==> config.mk <==
export PLATFORM = sky130hd
export DESIGN_NAME = firing_dispatch_fsm_flat
export DESIGN_NICKNAME = d
export VERILOG_FILES = /design/src/rtl/pea_dispatch_pkg.sv /design/src/rtl/firing_dispatch_fsm_if.sv /design/src/rtl/result_hold_reg.sv /design/src/rtl/firing_dispatch_fsm.sv /design/src/flat_wrapper.sv
export SDC_FILE = /design/constraint.sdc
export NUM_CORES = 1
export LEC_CHECK = 0
export BUFFER_PORTS_ARGS = -buffer_cell sky130_fd_sc_hd__buf_2
export CAP_MARGIN = 0
export CORE_MARGIN = 8
export CORE_UTILIZATION = 44
export DETAILED_ROUTE_END_ITERATION = 8
export GPL_TIMING_DRIVEN = 1
export PLACE_DENSITY_LB_ADDON = 0.08
export SLEW_MARGIN = 20
export SYNTH_ARGS = -nofsm -noshare
export SYNTH_HDL_FRONTEND = slang
export SYNTH_HIERARCHICAL = 1
export SYNTH_SLANG_ARGS = --single-unit
export TNS_END_PERCENT = 20
==> constraint.sdc <==
create_clock -name clk -period 2.1 [get_ports clk]
set_input_delay 0 -clock clk [delete_from_list [all_inputs] [get_ports clk]]
set_output_delay 0 -clock clk [all_outputs]
set_load 0.01 [all_outputs]
==> src/rtl/pea_dispatch_pkg.sv <==
// Shared definitions for the polynomial-evaluation firing controller:
// FSM state encoding, error status words and firing mode values.
package pea_dispatch_pkg;

    typedef enum logic [2:0] {
        ST_IDLE,
        ST_FETCH,
        ST_FETCH_WAIT,
        ST_DISPATCH,
        ST_RUN,
        ST_ERR,
        ST_DRAIN,
        ST_DONE
    } state_t;

    localparam logic [15:0] STATUS_ILLEGAL = 16'hFFFF;
    localparam logic [15:0] STATUS_TIMEOUT = 16'hFFFE;

    localparam logic MODE_FETCH = 1'b0;
    localparam logic MODE_EXEC  = 1'b1;

endpackage

==> src/rtl/firing_dispatch_fsm_if.sv <==
// Signal bundle between the firing controller and its neighbours: parent
// scheduler, command-fetch unit, instruction engines and output FIFO.
interface firing_dispatch_fsm_if #(
    parameter int WORD_SIZE = 16,
    parameter int NUM_ENG   = 4,
    parameter int OPC_W     = 8
);
    logic                          start;
    logic                          mode;
    logic                          fetch_start;
    logic                          fetch_done;
    logic [OPC_W-1:0]              opcode;
    logic [2:0]                    arg1;
    logic [4:0]                    arg2;
    logic [2:0]                    arg1_q;
    logic [4:0]                    arg2_q;
    logic [NUM_ENG-1:0]            eng_start;
    logic [NUM_ENG-1:0]            eng_abort;
    logic                          eng_hold;
    logic [NUM_ENG-1:0]            eng_emit;
    logic [NUM_ENG-1:0]            eng_done;
    logic [NUM_ENG*WORD_SIZE-1:0]  eng_result;
    logic [NUM_ENG*WORD_SIZE-1:0]  eng_status;
    logic                          out_full;
    logic                          out_wr_en;
    logic [WORD_SIZE-1:0]          out_result;
    logic [WORD_SIZE-1:0]          out_status;
    logic                          done;
    logic                          busy;
    logic                          err_ovf;

    // The controller side.
    modport master (
        input  start, mode, fetch_done, opcode, arg1, arg2,
               eng_emit, eng_done, eng_result, eng_status, out_full,
        output fetch_start, arg1_q, arg2_q, eng_start, eng_abort, eng_hold,
               out_wr_en, out_result, out_status, done, busy, err_ovf
    );

    // The environment side.
    modport slave (
        output start, mode, fetch_done, opcode, arg1, arg2,
               eng_emit, eng_done, eng_result, eng_status, out_full,
        input  fetch_start, arg1_q, arg2_q, eng_start, eng_abort, eng_hold,
               out_wr_en, out_result, out_status, done, busy, err_ovf
    );

endinterface

==> src/rtl/result_hold_reg.sv <==
// Single-entry result buffer in front of the output FIFO. Tracks the sticky
// overflow flag for intermediate words that arrive while the entry is stalled.
module result_hold_reg #(
    parameter int WORD_SIZE = 16
) (
    input  logic                 clk,
    input  logic                 rst,
    input  logic                 i_load,
    input  logic                 i_dropIfStalled,
    input  logic [WORD_SIZE-1:0] i_result,
    input  logic [WORD_SIZE-1:0] i_status,
    input  logic                 i_outFull,
    output logic                 o_outWrEn,
    output logic [WORD_SIZE-1:0] o_outResult,
    output logic [WORD_SIZE-1:0] o_outStatus,
    output logic                 o_engHold,
    output logic                 o_errOvf
);
    logic                 r_valid;
    logic [WORD_SIZE-1:0] r_result;
    logic [WORD_SIZE-1:0] r_status;
    logic                 r_errOvf;
    logic                 w_write;
    logic                 w_drop;

    assign w_write = r_valid & ~i_outFull;
    // An emit is only lost when the entry is full and not leaving this cycle.
    assign w_drop  = i_load & i_dropIfStalled & r_valid & ~w_write;

    always_ff @(posedge clk or negedge rst) begin
        if (!rst) begin
            r_valid  <= 1'b0;
            r_result <= '0;
            r_status <= '0;
            r_errOvf <= 1'b0;
        end else begin
            if (i_load && !w_drop) begin
                r_valid  <= 1'b1;
                r_result <= i_result;
                r_status <= i_status;
            end else if (w_write) begin
                r_valid <= 1'b0;
            end
            if (w_drop) begin
                r_errOvf <= 1'b1;
            end
        end
    end

    assign o_outWrEn   = w_write;
    assign o_outResult = r_result;
    assign o_outStatus = r_status;
    assign o_engHold   = r_valid & ~w_write;
    assign o_errOvf    = r_errOvf;

endmodule

==> src/rtl/firing_dispatch_fsm.sv <==
// Firing controller: per firing either fetches one instruction or dispatches the
// latched one to its engine, guarding the run with a watchdog and draining results.
module firing_dispatch_fsm
    import pea_dispatch_pkg::*;
#(
    parameter int                 WORD_SIZE = 16,
    parameter int                 NUM_ENG   = 4,
    parameter int                 OPC_W     = 8,
    parameter int                 TIMEOUT   = 1024,
    parameter logic [NUM_ENG-1:0] OUT_MASK  = 4'b0111
) (
    input logic                   clk,
    input logic                   rst,
    firing_dispatch_fsm_if.master bus
);
    localparam int                SEL_W     = (NUM_ENG > 1) ? $clog2(NUM_ENG) : 1;
    localparam int                TMR_W     = (TIMEOUT > 0) ? $clog2(TIMEOUT + 1) : 1;
    localparam logic [31:0]       NUM_ENG_U = 32'(NUM_ENG);
    localparam logic [TMR_W-1:0]  TMR_LAST  = TMR_W'(TIMEOUT - 1);

    state_t               r_state;
    logic [OPC_W-1:0]     r_opcodeQ;
    logic [2:0]           r_arg1Q;
    logic [4:0]           r_arg2Q;
    logic                 r_fetchStart;
    logic [NUM_ENG-1:0]   r_engStart;
    logic [NUM_ENG-1:0]   r_engAbort;
    logic                 r_done;
    logic [TMR_W-1:0]     r_timer;
    logic [WORD_SIZE-1:0] r_errStatus;

    logic [SEL_W-1:0]     w_sel;
    logic                 w_legal;
    logic [NUM_ENG-1:0]   w_selOneHot;
    logic                 w_selDone;
    logic                 w_selEmit;
    logic [WORD_SIZE-1:0] w_selResult;
    logic [WORD_SIZE-1:0] w_selStatus;
    logic                 w_load;
    logic                 w_dropIfStalled;
    logic [WORD_SIZE-1:0] w_loadResult;
    logic [WORD_SIZE-1:0] w_loadStatus;
    logic                 w_engHold;

    // Opcode legality is an unsigned compare over the full opcode width.
    assign w_legal     = ({{(32 - OPC_W){1'b0}}, r_opcodeQ} < NUM_ENG_U);
    assign w_sel       = r_opcodeQ[SEL_W-1:0];
    assign w_selDone   = bus.eng_done[w_sel];
    assign w_selEmit   = bus.eng_emit[w_sel];
    assign w_selResult = bus.eng_result[int'(w_sel) * WORD_SIZE +: WORD_SIZE];
    assign w_selStatus = bus.eng_status[int'(w_sel) * WORD_SIZE +: WORD_SIZE];

    always_comb begin
        w_selOneHot        = '0;
        w_selOneHot[w_sel] = 1'b1;
    end

    // Decides what enters the hold register; a done in the same cycle as an
    // emit counts as the single final word and is never dropped.
    always_comb begin
        w_load          = 1'b0;
        w_dropIfStalled = 1'b0;
        w_loadResult    = w_selResult;
        w_loadStatus    = w_selStatus;
        case (r_state)
            ST_RUN: begin
                if (w_selDone) begin
                    w_load = OUT_MASK[w_sel];
                end else if (w_selEmit) begin
                    w_load          = 1'b1;
                    w_dropIfStalled = 1'b1;
                end
            end
            ST_ERR: begin
                if (!w_engHold) begin
                    w_load       = 1'b1;
                    w_loadResult = '0;
                    w_loadStatus = r_errStatus;
                end
            end
            default: begin
            end
        endcase
    end

    result_hold_reg #(
        .WORD_SIZE (WORD_SIZE)
    ) u_hold (
        .clk             (clk),
        .rst             (rst),
        .i_load          (w_load),
        .i_dropIfStalled (w_dropIfStalled),
        .i_result        (w_loadResult),
        .i_status        (w_loadStatus),
        .i_outFull       (bus.out_full),
        .o_outWrEn       (bus.out_wr_en),
        .o_outResult     (bus.out_result),
        .o_outStatus     (bus.out_status),
        .o_engHold       (w_engHold),
        .o_errOvf        (bus.err_ovf)
    );

    // Pulses are set on the transition into a state so each appears one cycle
    // after the event that caused it; eng_start is decided already in IDLE.
    always_ff @(posedge clk or negedge rst) begin
        if (!rst) begin
            r_state      <= ST_IDLE;
            r_opcodeQ    <= '0;
            r_arg1Q      <= '0;
            r_arg2Q      <= '0;
            r_fetchStart <= 1'b0;
            r_engStart   <= '0;
            r_engAbort   <= '0;
            r_done       <= 1'b0;
            r_timer      <= '0;
            r_errStatus  <= '0;
        end else begin
            r_fetchStart <= 1'b0;
            r_engStart   <= '0;
            r_engAbort   <= '0;
            r_done       <= 1'b0;
            case (r_state)
                ST_IDLE: begin
                    if (bus.start) begin
                        if (bus.mode == MODE_EXEC) begin
                            r_state <= ST_DISPATCH;
                            if (w_legal) begin
                                r_engStart <= w_selOneHot;
                            end
                        end else begin
                            r_state      <= ST_FETCH;
                            r_fetchStart <= 1'b1;
                        end
                    end
                end
                ST_FETCH: begin
                    r_state <= ST_FETCH_WAIT;
                end
                ST_FETCH_WAIT: begin
                    if (bus.fetch_done) begin
                        r_opcodeQ <= bus.opcode;
                        r_arg1Q   <= bus.arg1;
                        r_arg2Q   <= bus.arg2;
                        r_state   <= ST_DONE;
                        r_done    <= 1'b1;
                    end
                end
                ST_DISPATCH: begin
                    if (!w_legal) begin
                        r_errStatus <= WORD_SIZE'(STATUS_ILLEGAL);
                        r_state     <= ST_ERR;
                    end else begin
                        r_timer <= '0;
                        r_state <= ST_RUN;
                    end
                end
                ST_RUN: begin
                    if (r_timer != {TMR_W{1'b1}}) begin
                        r_timer <= r_timer + 1'b1;
                    end
                    if (w_selDone) begin
                        if (OUT_MASK[w_sel] || w_engHold) begin
                            r_state <= ST_DRAIN;
                        end else begin
                            r_state <= ST_DONE;
                            r_done  <= 1'b1;
                        end
                    end else if (TIMEOUT != 0 && r_timer == TMR_LAST) begin
                        r_engAbort  <= w_selOneHot;
                        r_errStatus <= WORD_SIZE'(STATUS_TIMEOUT);
                        r_state     <= ST_ERR;
                    end
                end
                ST_ERR: begin
                    if (!w_engHold) begin
                        r_state <= ST_DRAIN;
                    end
                end
                ST_DRAIN: begin
                    if (!w_engHold) begin
                        r_state <= ST_DONE;
                        r_done  <= 1'b1;
                    end
                end
                ST_DONE: begin
                    r_state <= ST_IDLE;
                end
                default: begin
                    r_state <= ST_IDLE;
                end
            endcase
        end
    end

    assign bus.fetch_start = r_fetchStart;
    assign bus.arg1_q      = r_arg1Q;
    assign bus.arg2_q      = r_arg2Q;
    assign bus.eng_start   = r_engStart;
    assign bus.eng_abort   = r_engAbort;
    assign bus.eng_hold    = w_engHold;
    assign bus.done        = r_done;
    assign bus.busy        = (r_state != ST_IDLE);

endmodule

==> src/flat_wrapper.sv <==
// flat-port wrapper written by rule: the top's interface ports become plain ports
module firing_dispatch_fsm_flat import pea_dispatch_pkg::*;
#(
    parameter int                 WORD_SIZE = 16,
    parameter int                 NUM_ENG   = 4,
    parameter int                 OPC_W     = 8,
    parameter int                 TIMEOUT   = 1024,
    parameter logic [NUM_ENG-1:0] OUT_MASK  = 4'b0111
)
  (clk, rst, bus_start, bus_mode, bus_fetch_done, bus_opcode, bus_arg1, bus_arg2, bus_eng_emit, bus_eng_done, bus_eng_result, bus_eng_status, bus_out_full, bus_fetch_start, bus_arg1_q, bus_arg2_q, bus_eng_start, bus_eng_abort, bus_eng_hold, bus_out_wr_en, bus_out_result, bus_out_status, bus_done, bus_busy, bus_err_ovf);
  firing_dispatch_fsm_if #(.WORD_SIZE(WORD_SIZE), .NUM_ENG(NUM_ENG), .OPC_W(OPC_W)) bus_i ();
  input logic clk;
  input logic rst;
  input wire logic [$bits(bus_i.start)-1:0] bus_start;
  input wire logic [$bits(bus_i.mode)-1:0] bus_mode;
  input wire logic [$bits(bus_i.fetch_done)-1:0] bus_fetch_done;
  input wire logic [$bits(bus_i.opcode)-1:0] bus_opcode;
  input wire logic [$bits(bus_i.arg1)-1:0] bus_arg1;
  input wire logic [$bits(bus_i.arg2)-1:0] bus_arg2;
  input wire logic [$bits(bus_i.eng_emit)-1:0] bus_eng_emit;
  input wire logic [$bits(bus_i.eng_done)-1:0] bus_eng_done;
  input wire logic [$bits(bus_i.eng_result)-1:0] bus_eng_result;
  input wire logic [$bits(bus_i.eng_status)-1:0] bus_eng_status;
  input wire logic [$bits(bus_i.out_full)-1:0] bus_out_full;
  output wire logic [$bits(bus_i.fetch_start)-1:0] bus_fetch_start;
  output wire logic [$bits(bus_i.arg1_q)-1:0] bus_arg1_q;
  output wire logic [$bits(bus_i.arg2_q)-1:0] bus_arg2_q;
  output wire logic [$bits(bus_i.eng_start)-1:0] bus_eng_start;
  output wire logic [$bits(bus_i.eng_abort)-1:0] bus_eng_abort;
  output wire logic [$bits(bus_i.eng_hold)-1:0] bus_eng_hold;
  output wire logic [$bits(bus_i.out_wr_en)-1:0] bus_out_wr_en;
  output wire logic [$bits(bus_i.out_result)-1:0] bus_out_result;
  output wire logic [$bits(bus_i.out_status)-1:0] bus_out_status;
  output wire logic [$bits(bus_i.done)-1:0] bus_done;
  output wire logic [$bits(bus_i.busy)-1:0] bus_busy;
  output wire logic [$bits(bus_i.err_ovf)-1:0] bus_err_ovf;
  assign bus_i.start = bus_start;
  assign bus_i.mode = bus_mode;
  assign bus_i.fetch_done = bus_fetch_done;
  assign bus_i.opcode = bus_opcode;
  assign bus_i.arg1 = bus_arg1;
  assign bus_i.arg2 = bus_arg2;
  assign bus_i.eng_emit = bus_eng_emit;
  assign bus_i.eng_done = bus_eng_done;
  assign bus_i.eng_result = bus_eng_result;
  assign bus_i.eng_status = bus_eng_status;
  assign bus_i.out_full = bus_out_full;
  assign bus_fetch_start = bus_i.fetch_start;
  assign bus_arg1_q = bus_i.arg1_q;
  assign bus_arg2_q = bus_i.arg2_q;
  assign bus_eng_start = bus_i.eng_start;
  assign bus_eng_abort = bus_i.eng_abort;
  assign bus_eng_hold = bus_i.eng_hold;
  assign bus_out_wr_en = bus_i.out_wr_en;
  assign bus_out_result = bus_i.out_result;
  assign bus_out_status = bus_i.out_status;
  assign bus_done = bus_i.done;
  assign bus_busy = bus_i.busy;
  assign bus_err_ovf = bus_i.err_ovf;
  firing_dispatch_fsm #(.WORD_SIZE(WORD_SIZE), .NUM_ENG(NUM_ENG), .OPC_W(OPC_W), .TIMEOUT(TIMEOUT), .OUT_MASK(OUT_MASK)) u_core (.clk(clk), .rst(rst), .bus(bus_i));
endmodule
Word level (Yosys, flattened, before mapping)
Index checks and enable logic that the tools add are counted.
{"block": "op_classes", "n_eq_ne": 19, "shift": 2, "reduce_logical": 12, "magnitude_cmp": 3, "muxes": 51, "n_addsub": 1, "bitwise": 7}
{"operator": "$shiftx 64x7->16", "n": 2}
{"operator": "$mux 16", "n": 7}
{"operator": "$pmux 16 s2", "n": 1}
{"operator": "$mux 4", "n": 7}
{"operator": "$pmux 3 s8", "n": 1}
{"operator": "$mux 11", "n": 2}
{"operator": "$pmux 11 s2", "n": 1}
{"operator": "$mux 1", "n": 19}
{"operator": "$mux 3", "n": 6}
{"operator": "$eq 3x3->1 const B", "n": 4}
{"operator": "$ne 2x2->1 const B", "n": 6}
{"operator": "$add 11x1->11 const B", "n": 1}
{"operator": "$eq 11x10->1 const B", "n": 1}
{"operator": "$ne 11x11->1 const B", "n": 1}
{"operator": "$lt 8x3->1 const B", "n": 1}
{"operator": "$bmux 1 s2", "n": 3}
{"operator": "$eq 3x2->1 const B", "n": 2}
{"operator": "$ne 2x1->1 const B", "n": 3}
{"operator": "$and 1x1->1", "n": 5}
{"operator": "$reduce_and 5->1", "n": 1}
{"operator": "$reduce_and 4->1", "n": 1}
{"operator": "$reduce_bool 2->1", "n": 2}
{"operator": "$eq 3x1->1 const B", "n": 1}
{"operator": "$logic_not 3->1", "n": 1}
{"operator": "14 further kinds", "n": 16}
{"block": "totals", "word_cells": 109, "reg_bits": 90}

Logic depth before layout (Yosys ltp)
Gate-level depths: netlist of the first run.
{"block": "depth", "ltp_word": 12, "ltp_mapped": 10, "depth_no_buf": 6}

By module
The synthesis of the first run kept the hierarchy.
{"mod": "firing_dispatch_fsm", "cells_per_inst": 269, "area_per_inst_um2": 3002.9, "instances": 1}
{"mod": "result_hold_reg", "cells_per_inst": 190, "area_per_inst_um2": 1933.1, "instances": 1}

Least setup slack after synthesis of the first run
No wires, ideal clock.
{"block": "synth_path", "path_type": "reg2reg", "start": "register u_core.u_hold.r_valid", "end": "register u_core.u_hold.r_status[10], in the netlist u_core/u_hold/o_outStatus[10]", "period_less_slack_ps": 2154, "arrival_ps": 2026, "path_buffers": 4, "path_slack_ps": -54, "stages_incl_launch_ff": 10, "path_cell_list": "dfrtp_1 > buf_2 > and2_1 > and4bb_2 > clkbuf_1 > o21bai_1 > buf_2 > clkbuf_1 > nand2b_1 > o211ai_2"}
{"block": "synth_between", "elab_chain_cells": 10}
{"element": "from (decl)", "line": "result_hold_reg.sv:19", "text": "logic r_valid;"}
{"element": "from (signal assigned)", "line": "result_hold_reg.sv:32", "text": "r_valid <= 1'b0;"}
{"element": "from (signal assigned)", "line": "result_hold_reg.sv:38", "text": "r_valid <= 1'b1;"}
{"element": "from (signal assigned)", "line": "result_hold_reg.sv:42", "text": "r_valid <= 1'b0;"}
{"element": "$and 1x1->1", "line": "result_hold_reg.sv:26", "text": "assign w_write = r_valid & ~i_outFull;"}
{"element": "$not 1->1", "line": "result_hold_reg.sv:53", "text": "assign o_engHold = r_valid & ~w_write;"}
{"element": "$and 1x1->1 (*)", "line": "result_hold_reg.sv:53"}
{"element": "via bus_eng_hold", "line": "flat_wrapper.sv:30", "text": "output wire logic [$bits(bus_i.eng_hold)-1:0] bus_eng_hold;"}
{"element": "$mux 1 (*)", "line": "firing_dispatch_fsm.sv:75", "text": "if (!w_engHold) begin"}
{"element": "$pmux 1 s2 (*)", "line": "firing_dispatch_fsm.sv:65", "text": "case (r_state)"}
{"element": "via u_core.w_load", "line": "firing_dispatch_fsm.sv:39", "text": "logic w_load;"}
{"element": "$and 1x1->1 (3 in a row)", "line": "result_hold_reg.sv:28", "text": "assign w_drop = i_load & i_dropIfStalled & r_valid & ~w_write;"}
{"element": "$logic_not 1->1", "line": "result_hold_reg.sv:37", "text": "if (i_load && !w_drop) begin"}
{"element": "$logic_and 1x1->1 (*)", "line": "result_hold_reg.sv:37"}
{"element": "to (signal assigned)", "line": "result_hold_reg.sv:40", "text": "r_status <= i_status;"}
{"element": "to (decl)", "line": "result_hold_reg.sv:21", "text": "logic [WORD_SIZE-1:0] r_status;"}
Mark *: on every way through the listed nets, which the timed path passes. The rest lies on a longest branch.
A chain may end at the register's enable or synchronous reset.

Final worst setup path of the first run
{"block": "layout_path", "start": "register u_core.r_opcodeQ[0]", "end": "register u_core.u_hold.r_result[6], in the netlist u_core/u_hold/o_outResult[6]"}
{"block": "layout_between", "elab_chain_cells": 10}
{"element": "from (decl)", "line": "firing_dispatch_fsm.sv:22", "text": "logic [OPC_W-1:0] r_opcodeQ;"}
{"element": "from (signal assigned)", "line": "firing_dispatch_fsm.sv:141", "text": "r_opcodeQ <= bus.opcode;"}
{"element": "$bmux 1 s2", "line": "firing_dispatch_fsm.sv:49", "text": "assign w_selEmit = bus.eng_emit[w_sel];"}
{"element": "$mux 1 (implied by the code)", "line": "firing_dispatch_fsm.sv:49"}
{"element": "$mux 1", "line": "firing_dispatch_fsm.sv:69", "text": "end else if (w_selEmit) begin"}
{"element": "$mux 1 (*)", "line": "firing_dispatch_fsm.sv:67", "text": "if (w_selDone) begin"}
{"element": "$mux 1 (*)", "line": "firing_dispatch_fsm.sv:65"}
{"element": "via u_core.w_dropIfStalled", "line": "firing_dispatch_fsm.sv:40", "text": "logic w_dropIfStalled;"}
{"element": "$and 1x1->1 (*) (3 in a row)", "line": "result_hold_reg.sv:28"}
{"element": "$logic_not 1->1 (*)", "line": "result_hold_reg.sv:37"}
{"element": "$logic_and 1x1->1 (*)", "line": "result_hold_reg.sv:37"}
{"element": "to (signal assigned)", "line": "result_hold_reg.sv:39", "text": "r_result <= i_result;"}
{"element": "to (decl)", "line": "result_hold_reg.sv:20", "text": "logic [WORD_SIZE-1:0] r_result;"}
Mark *: on every way through the listed nets, which the timed path passes. The rest lies on a longest branch. The select of a mux whose other input is x is not followed.

==> out/results.txt, run 1 <==
Fin. Hold Viols: 0
Via density: 5.53
Final Max Slew Viols: 0
Routability Congestion: 0.833
Layout Nets: 846
Util after Layout: 61.1%
pwr dens: 1300 mW/mm^2
initial core utilization: 45.3%
Worst-Margin Slew: 606 ps
Worst R2R Start: u_core/r_opcodeQ[0]
Die Area: 0.0149 sq mm
Worst EP required: 2330 ps
design area: 0.00666 sq mm
Worst Setup EP: u_core/u_hold/o_outResult[6]
share of power burned in combinational logic: 57.4%
clk_lat worst skew: 350 ps
Hold WC Path Type: in2reg
fraction of layout cells with a size suffix above 1: 50.9%
port buffer count: 211
RSZ-0062 raised after global routing: yes
Pint: 5.13 mW
Synth Net Count: 618
Reg power frac: 28.2%
r2r endpoint: u_core/u_hold/o_outResult[6]
Net Switching: 3.52 mW
Max Fclk: 0.491 GHz
register area share after synthesis: 38.5%
total negative slack: 0 ps
drt wl/cell: 19.4 microns
crit path max fanout: 21
DP HPWL: 12100 microns
DRC Markers: 0
Vias: 4602
die width: 122 microns
Detailed Routing Iterations Pass 1: 4
Antenna Nets Post-Route: 0
clock power share: 14.4%
Post-synth EDFFs: 0
antenna fix cells: 0
synthesis warning total: 6
flops & latches, synth: 76
Lkg Pwr: 3.19 nW
Max VDD drop: 0.647 mV
critical path arrival: 2270 ps
largest net degree at the start of global routing: 46
Row Count: 38
flop-to-flop setup slack: 60 ps
GRT Util Overall: 21.4%
CTS tree: yes
max_cap viols: 0
Tcrit/Tclk final: 97.0%
vias in the first global route: 4944
Post-Syn Area: 0.00494 sq mm
most used cells in the layout excluding fill and tap cells: buf_2, dfrtp_1, nand2_1
Syn Area/Cell: 10.8 sq um
crit start category: flip-flop
post-CTS setup buffer count: 0
Setup crit start: u_core/r_opcodeQ[0]
reg2reg path depth: 6
Cells after Synth: 459
critical path class: reg2reg
Switching Share: 40.7%
clk buf depth: 2
Fin Clk Skew: 10.2 ps
GRT Residual Overflow: 0
CTS clk-pin slew, worst paths: 80 ps
Num CTS Buffers: 9
most common cell after layout, fill and taps aside: buf_2
Setup WS pre-CTS: 110 ps
Die Y: 122 microns
Synth cell types: 53
Setup violations, final: 0
final worst slack: 63.6 ps
initial drt markers: 324
I/O pins: 212
Async S/R FF share, synth: 100%
clock sinks: 76
clk root buf: clkbuf_8
first-pass GRT wire length: 25700 microns
layout overhead on the synthesized area: 34.8%
Routed Wire Length: 16100 microns
minimum clock period: 2040 ps
Placed Area: 0.00623 sq mm
outcome: finished, final reports clean
Slew Limit Headroom: 59.6%
core area: 0.0109 sq mm
hold slack: 118 ps
H-tree depth: 3
top_reg_cell synth: dfrtp_1
Setup crit end kind: flip-flop
initial antenna violation count: 0
[synthesized netlist by cell type (all sizes together) (2+ instances only)]
cell    number  area share, %
o21ai       21            2.1
mux2        18            4.1
mux4        34             16
and3         2           0.35
nand3        6           0.61
nor3         4           0.41
or3          3           0.38
clkbuf      21            1.6
dfrtp       76             39
a31oi        5           0.63
o211ai      35            8.5
or4          2           0.38
nor2b       18            2.3
nor4         2           0.25
and2         3           0.38
mux2i        3           0.61
nand4       36            4.7
inv         21            1.6
nand2b      34            4.3
or3b         2           0.35
nand2       49            3.8
a21oi        8           0.81
nor2        13            1.0
buf         23            3.2
[per-stage QoR]
stage	std cells	power, mW
finish	832	8.64
global route	832	9.27
CTS	832	8.71
detailed placement	796	7.41
global placement	796	7.24
floorplan	459	5.79
[cells by family (layout without fill, tap and decap cells)]
kind of cell	after synthesis	after routing	share of synthesized area, %
buffers and inverters	65	298	6.39
AO/OA/AOI/OAI	81	81	14.2
AND/OR/NAND/NOR	180	180	20.2
flip-flops	76	76	38.5
adder cells (fa/ha/maj)	1	1	0.253
XOR/XNOR	1	1	0.177
multiplexers	55	55	20.2
[per-layer routing]
| metal | track usage, % | share of wire [%] | vias to the layer above |
|---|---|---|---|
| met1 | 25.9 | 40 | 2296 |
| met3 | 4.53 | 7.4 | 6 |
| met4 | 5.78 | 0.63 | 0 |
| li1 | - | - | 2148 |
| met5 | 0 | 0 | - |
| met2 | 37.7 | 52 | 152 |
[critical path: stages, from the launching register on]
cell,delay (ps)
dfrtp_2,380
mux4_2,560
nor2_1,170
and2_1,200
and3_4,280
buf_12,200
o211ai_1,110
[how the worst min path moves through the flow]
stage | start | endpoint | slack (ps) | depth (start not counted)
3_3_place_gp | rst | u_core/u_hold/o_outStatus[1] | 50 | 1
3_5_place_dp | rst | u_core/u_hold/o_outStatus[1] | 50 | 1
6_report | bus_start | u_core/bus.eng_start[2] | 120 | 4
5_1_grt | bus_start | u_core/bus.eng_start[2] | 120 | 4
2_1_floorplan | rst | u_core/bus.arg1_q[0] | -300 | 0
4_1_cts | bus_start | u_core/bus.eng_start[2] | 110 | 4
[power groups by stage]
stage	logic [mW]	registers (mW)	clock network [mW]
after floorplan	3.25	2.55	0
after global placement	4.81	2.43	0
after detailed placement	4.95	2.46	0
after CTS	5.00	2.43	1.28
after global routing	5.42	2.52	1.33
final	4.96	2.44	1.25
[timing repair]
item	in CTS	in global routing
endpoints found under the hold margin	62	0
endpoints found under the setup margin	0	20
hold buffers	20	0
resized for setup	0	1
[flip-flops by register name (all words and copies together), names as in the netlist]
signal / cells
u_core/u_hold/r_valid: 1
u_core/u_hold/o_outResult: 16
u_core/bus.arg1_q: 3
u_core/bus.fetch_start: 1
u_core/bus.done: 1
u_core/r_timer: 11
u_core/bus.eng_abort: 4
u_core/u_hold/o_errOvf: 1
u_core/r_opcodeQ: 8
u_core/r_state: 3
u_core/bus.arg2_q: 5
u_core/bus.eng_start: 4
u_core/u_hold/o_outStatus: 16
u_core/r_errStatus: 2
[final cells by class]
| class | instances | area, sq um |
|---|---|---|
| tap | 140 | 175 |
| inverter | 21 | 78.8 |
| sequential | 76 | 1900 |
| multi-input combinational | 318 | 2730 |
| timing repair buffer | 261 | 1550 |
| clock buffer | 10 | 128 |
| clock inverter | 6 | 88.8 |
| fill | 906 | 4230 |
Power figures use the tool's default switching activity.
==> inputs of run 2 (changes only) <==
--- a/config.mk
+++ b/config.mk
@@ -6,15 +6,15 @@
 export NUM_CORES = 1
 export LEC_CHECK = 0
 export BUFFER_PORTS_ARGS = -buffer_cell sky130_fd_sc_hd__buf_2
-export CAP_MARGIN = 0
+export CAP_MARGIN = 20
 export CORE_MARGIN = 8
-export CORE_UTILIZATION = 44
+export CORE_UTILIZATION = 42
 export DETAILED_ROUTE_END_ITERATION = 8
 export GPL_TIMING_DRIVEN = 1
 export PLACE_DENSITY_LB_ADDON = 0.08
+export RECOVER_POWER = 50
 export SLEW_MARGIN = 20
 export SYNTH_ARGS = -nofsm -noshare
 export SYNTH_HDL_FRONTEND = slang
-export SYNTH_HIERARCHICAL = 1
 export SYNTH_SLANG_ARGS = --single-unit
 export TNS_END_PERCENT = 20
==> out/results.txt, run 2 <==
initial core utilization: 42.5%
critical path's top delay family: multiplexers
Fin Clk Skew: 6.59 ps
die width: 117 microns
core area: 0.0101 sq mm
antenna fix cells: 0
DRC Markers: 0
clk root buf: clkbuf_8
CP max stage delay: 560 ps
Detailed Routing Iterations Pass 1: 4
synth cell count leaders: dfrtp_1, mux4_2, inv_1, mux2_2, o21ai_0
Pint: 4.98 mW
Routed Wire Length: 13600 microns
combinational family with the most area after synthesis: multiplexers
synthesis warning total: 0
flops & latches, synth: 76
Tot Pwr: 7.94 mW
Max Fclk: 0.485 GHz
Hold Path End: u_core.bus.done
register area share after synthesis: 44.1%
crit-path cells: mux4_2 -> o21a_2 -> o22ai_4 -> clkbuf_16 -> mux2_4
critical path class: reg2reg
I/O pins: 212
post-synthesis xor/xnor area fraction: 0.813%
top cells by area, synth: dfrtp_1, mux4_2, mux2_2
Syn Area/Cell: 13.0 sq um
Die Area: 0.0138 sq mm
Slowest cell on crit path: mux4_2
multiplexer share of the synthesized area: 28.8%
final worst slack: 39.6 ps
Post-Layout Cell Count: 720
Reg power frac: 29.3%
Setup crit end kind: flip-flop
H-tree depth: 3
Row Count: 37
Setup violations, final: 0
Async S/R FF share, synth: 100%
Adder-Cell Fraction of Synth Area: 0.290%
Hold WC Path Type: in2reg
CTS clk-pin slew, worst paths: 80 ps
Worst R2R Start: u_core.r_opcodeQ[0]
CP Buf/Inv Count: 1
Final Max Slew Viols: 0
Worst EP required: 2330 ps
Layout Nets: 738
flop-to-flop setup slack: 40 ps
initial antenna violation count: 0
top_reg_cell synth: dfrtp_1
count leader, synth: dfrtp_1
DP Cell Count: 682
Die Y: 117 microns
first-pass GRT wire length: 20900 microns
crit start category: flip-flop
Max VDD drop: 0.658 mV
clock power share: 15.4%
drt wl/cell: 18.8 microns
Util after Layout: 59.7%
Lkg Pwr: 2.87 nW
Switching Share: 37.2%
largest area contributor in the netlist: dfrtp_1
clock sinks: 76
Post-Synth Simple-Gate Area: 9.38%
port buffer count: 211
outcome: finished, final reports clean
fraction of layout cells with a size suffix above 1: 50.7%
Synth Net Count: 490
DP HPWL: 10600 microns
most common cell after layout, fill and taps aside: buf_2
Slew Limit Headroom: 28.5%
GRT Util Overall: 19.6%
initial drt markers: 167
Post-Syn Area: 0.00431 sq mm
most used cells in the layout excluding fill and tap cells: buf_2, dfrtp_1, clkbuf_1
vias in the first global route: 4299
max_cap viols: 0
reg2reg path depth: 5
Vias: 3791
WHS Path Cells: 3
Hold Startpoint: bus_eng_done[3]
RSZ-0062 raised after global routing: yes
area fraction in compound gates after synthesis: 11.6%
Net Switching: 2.95 mW
Worst-Margin Slew: 1070 ps
largest net degree at the start of global routing: 44
Via density: 5.27
Tcrit/Tclk final: 98.1%
clk buf depth: 2
Antenna Nets Post-Route: 0
critical path arrival: 2290 ps
Routability Congestion: 0.832
Synth cell types: 51
layout overhead on the synthesized area: 40.6%
share of power burned in combinational logic: 55.3%
Fin. Hold Viols: 0
crit path max fanout: 8
minimum clock period: 2060 ps
Post-synth EDFFs: 0
Num CTS Buffers: 9
pwr dens: 1310 mW/mm^2
Yosys top cell area share: 44.1%
CTS tree: yes
Setup WS pre-CTS: 30.9 ps
GRT Residual Overflow: 0
r2r endpoint: u_core.u_hold.o_outStatus[9]
clk_lat worst skew: 340 ps
Cells after Synth: 331
## run 2: cell types whose count changed after synthesis, moves of 4 or more
cell      delta
nand2_1     -36
buf_6        -4
a32o_1      +15
nand4_1     -30
nor2b_1     -16
mux2_4      +14
o211ai_2    -31
nand2b_1    -29
buf_2        -7
o211ai_1     -4
clkbuf_1    -10
nor2_1       +4
## run 2: cell families (layout without fill, tap and decap cells)
logic type	after synthesis	after routing
adders and majority gates	1	1
AOI/OAI and AO/OA	62	62
buffers and inverters	45	298
muxes	72	72
xor gates and xnor gates	4	4
and+or+nand+nor	71	71
DFF	76	76
## run 2: worst min-delay path, cell delays in order
cell,delay [ps]
buf_2,130
nand4_1,100
a21oi_1,80
## run 2: worst max path at each step
stage | from | to | slack, ps | cells after the start
after floorplan | u_core.r_opcodeQ[0] | u_core.u_hold.o_outStatus[0] | 100 | 6
after global placement | u_core.r_opcodeQ[0] | u_core.u_hold.o_outStatus[13] | 60 | 5
after detailed placement | u_core.r_opcodeQ[0] | u_core.u_hold.o_outStatus[12] | 30 | 5
after CTS | u_core.r_opcodeQ[0] | u_core.u_hold.o_outStatus[12] | 20 | 5
after global routing | u_core.r_opcodeQ[0] | u_core.u_hold.o_outStatus[9] | -30 | 5
final | u_core.r_opcodeQ[0] | u_core.u_hold.o_outStatus[9] | 40 | 5
## run 2: layer usage
metal / track usage [%] / part of all wire, %
met4: 6.23 / 1.5
met3: 6.31 / 8.6
met5: 0 / 0
met2: 32.9 / 50
met1: 23.3 / 40
## run 2: metrics by stage
step           area [sq um]  TNS (ps)  hold WS (ps)
3_3_place_gp           5660         0          37.3
5_1_grt                6060      -229          11.5
2_1_floorplan          4310         0          -296
3_5_place_dp           5660         0          37.6
4_1_cts                6070         0          3.93
6_report               6060         0          8.77
## run 2: repair_timing
| action | in CTS | in global routing |
|---|---|---|
| gates resized for setup | 0 | 2 |
| setup buffers | 0 | 1 |
| endpoints found under the setup margin | 0 | 17 |
| hold endpoints to repair | 59 | 0 |
| hold buffers | 19 | 0 |
## run 2: cell type report
class	instances	area (sq um)
sequential	76	1900
multi-input combinational	210	2200
clock inverter	6	88.8
tap	136	170
clock buffer	10	128
fill	881	4080
timing repair buffer	261	1480
inverter	21	78.8
## run 2: power by group through the flow
stage	registers [mW]	clock network, mW	logic, mW
floorplan	2.43	0	2.85
global placement	2.31	0	4.23
detailed placement	2.34	0	4.31
CTS	2.31	1.25	4.35
global route	2.40	1.32	4.74
finish	2.33	1.22	4.39
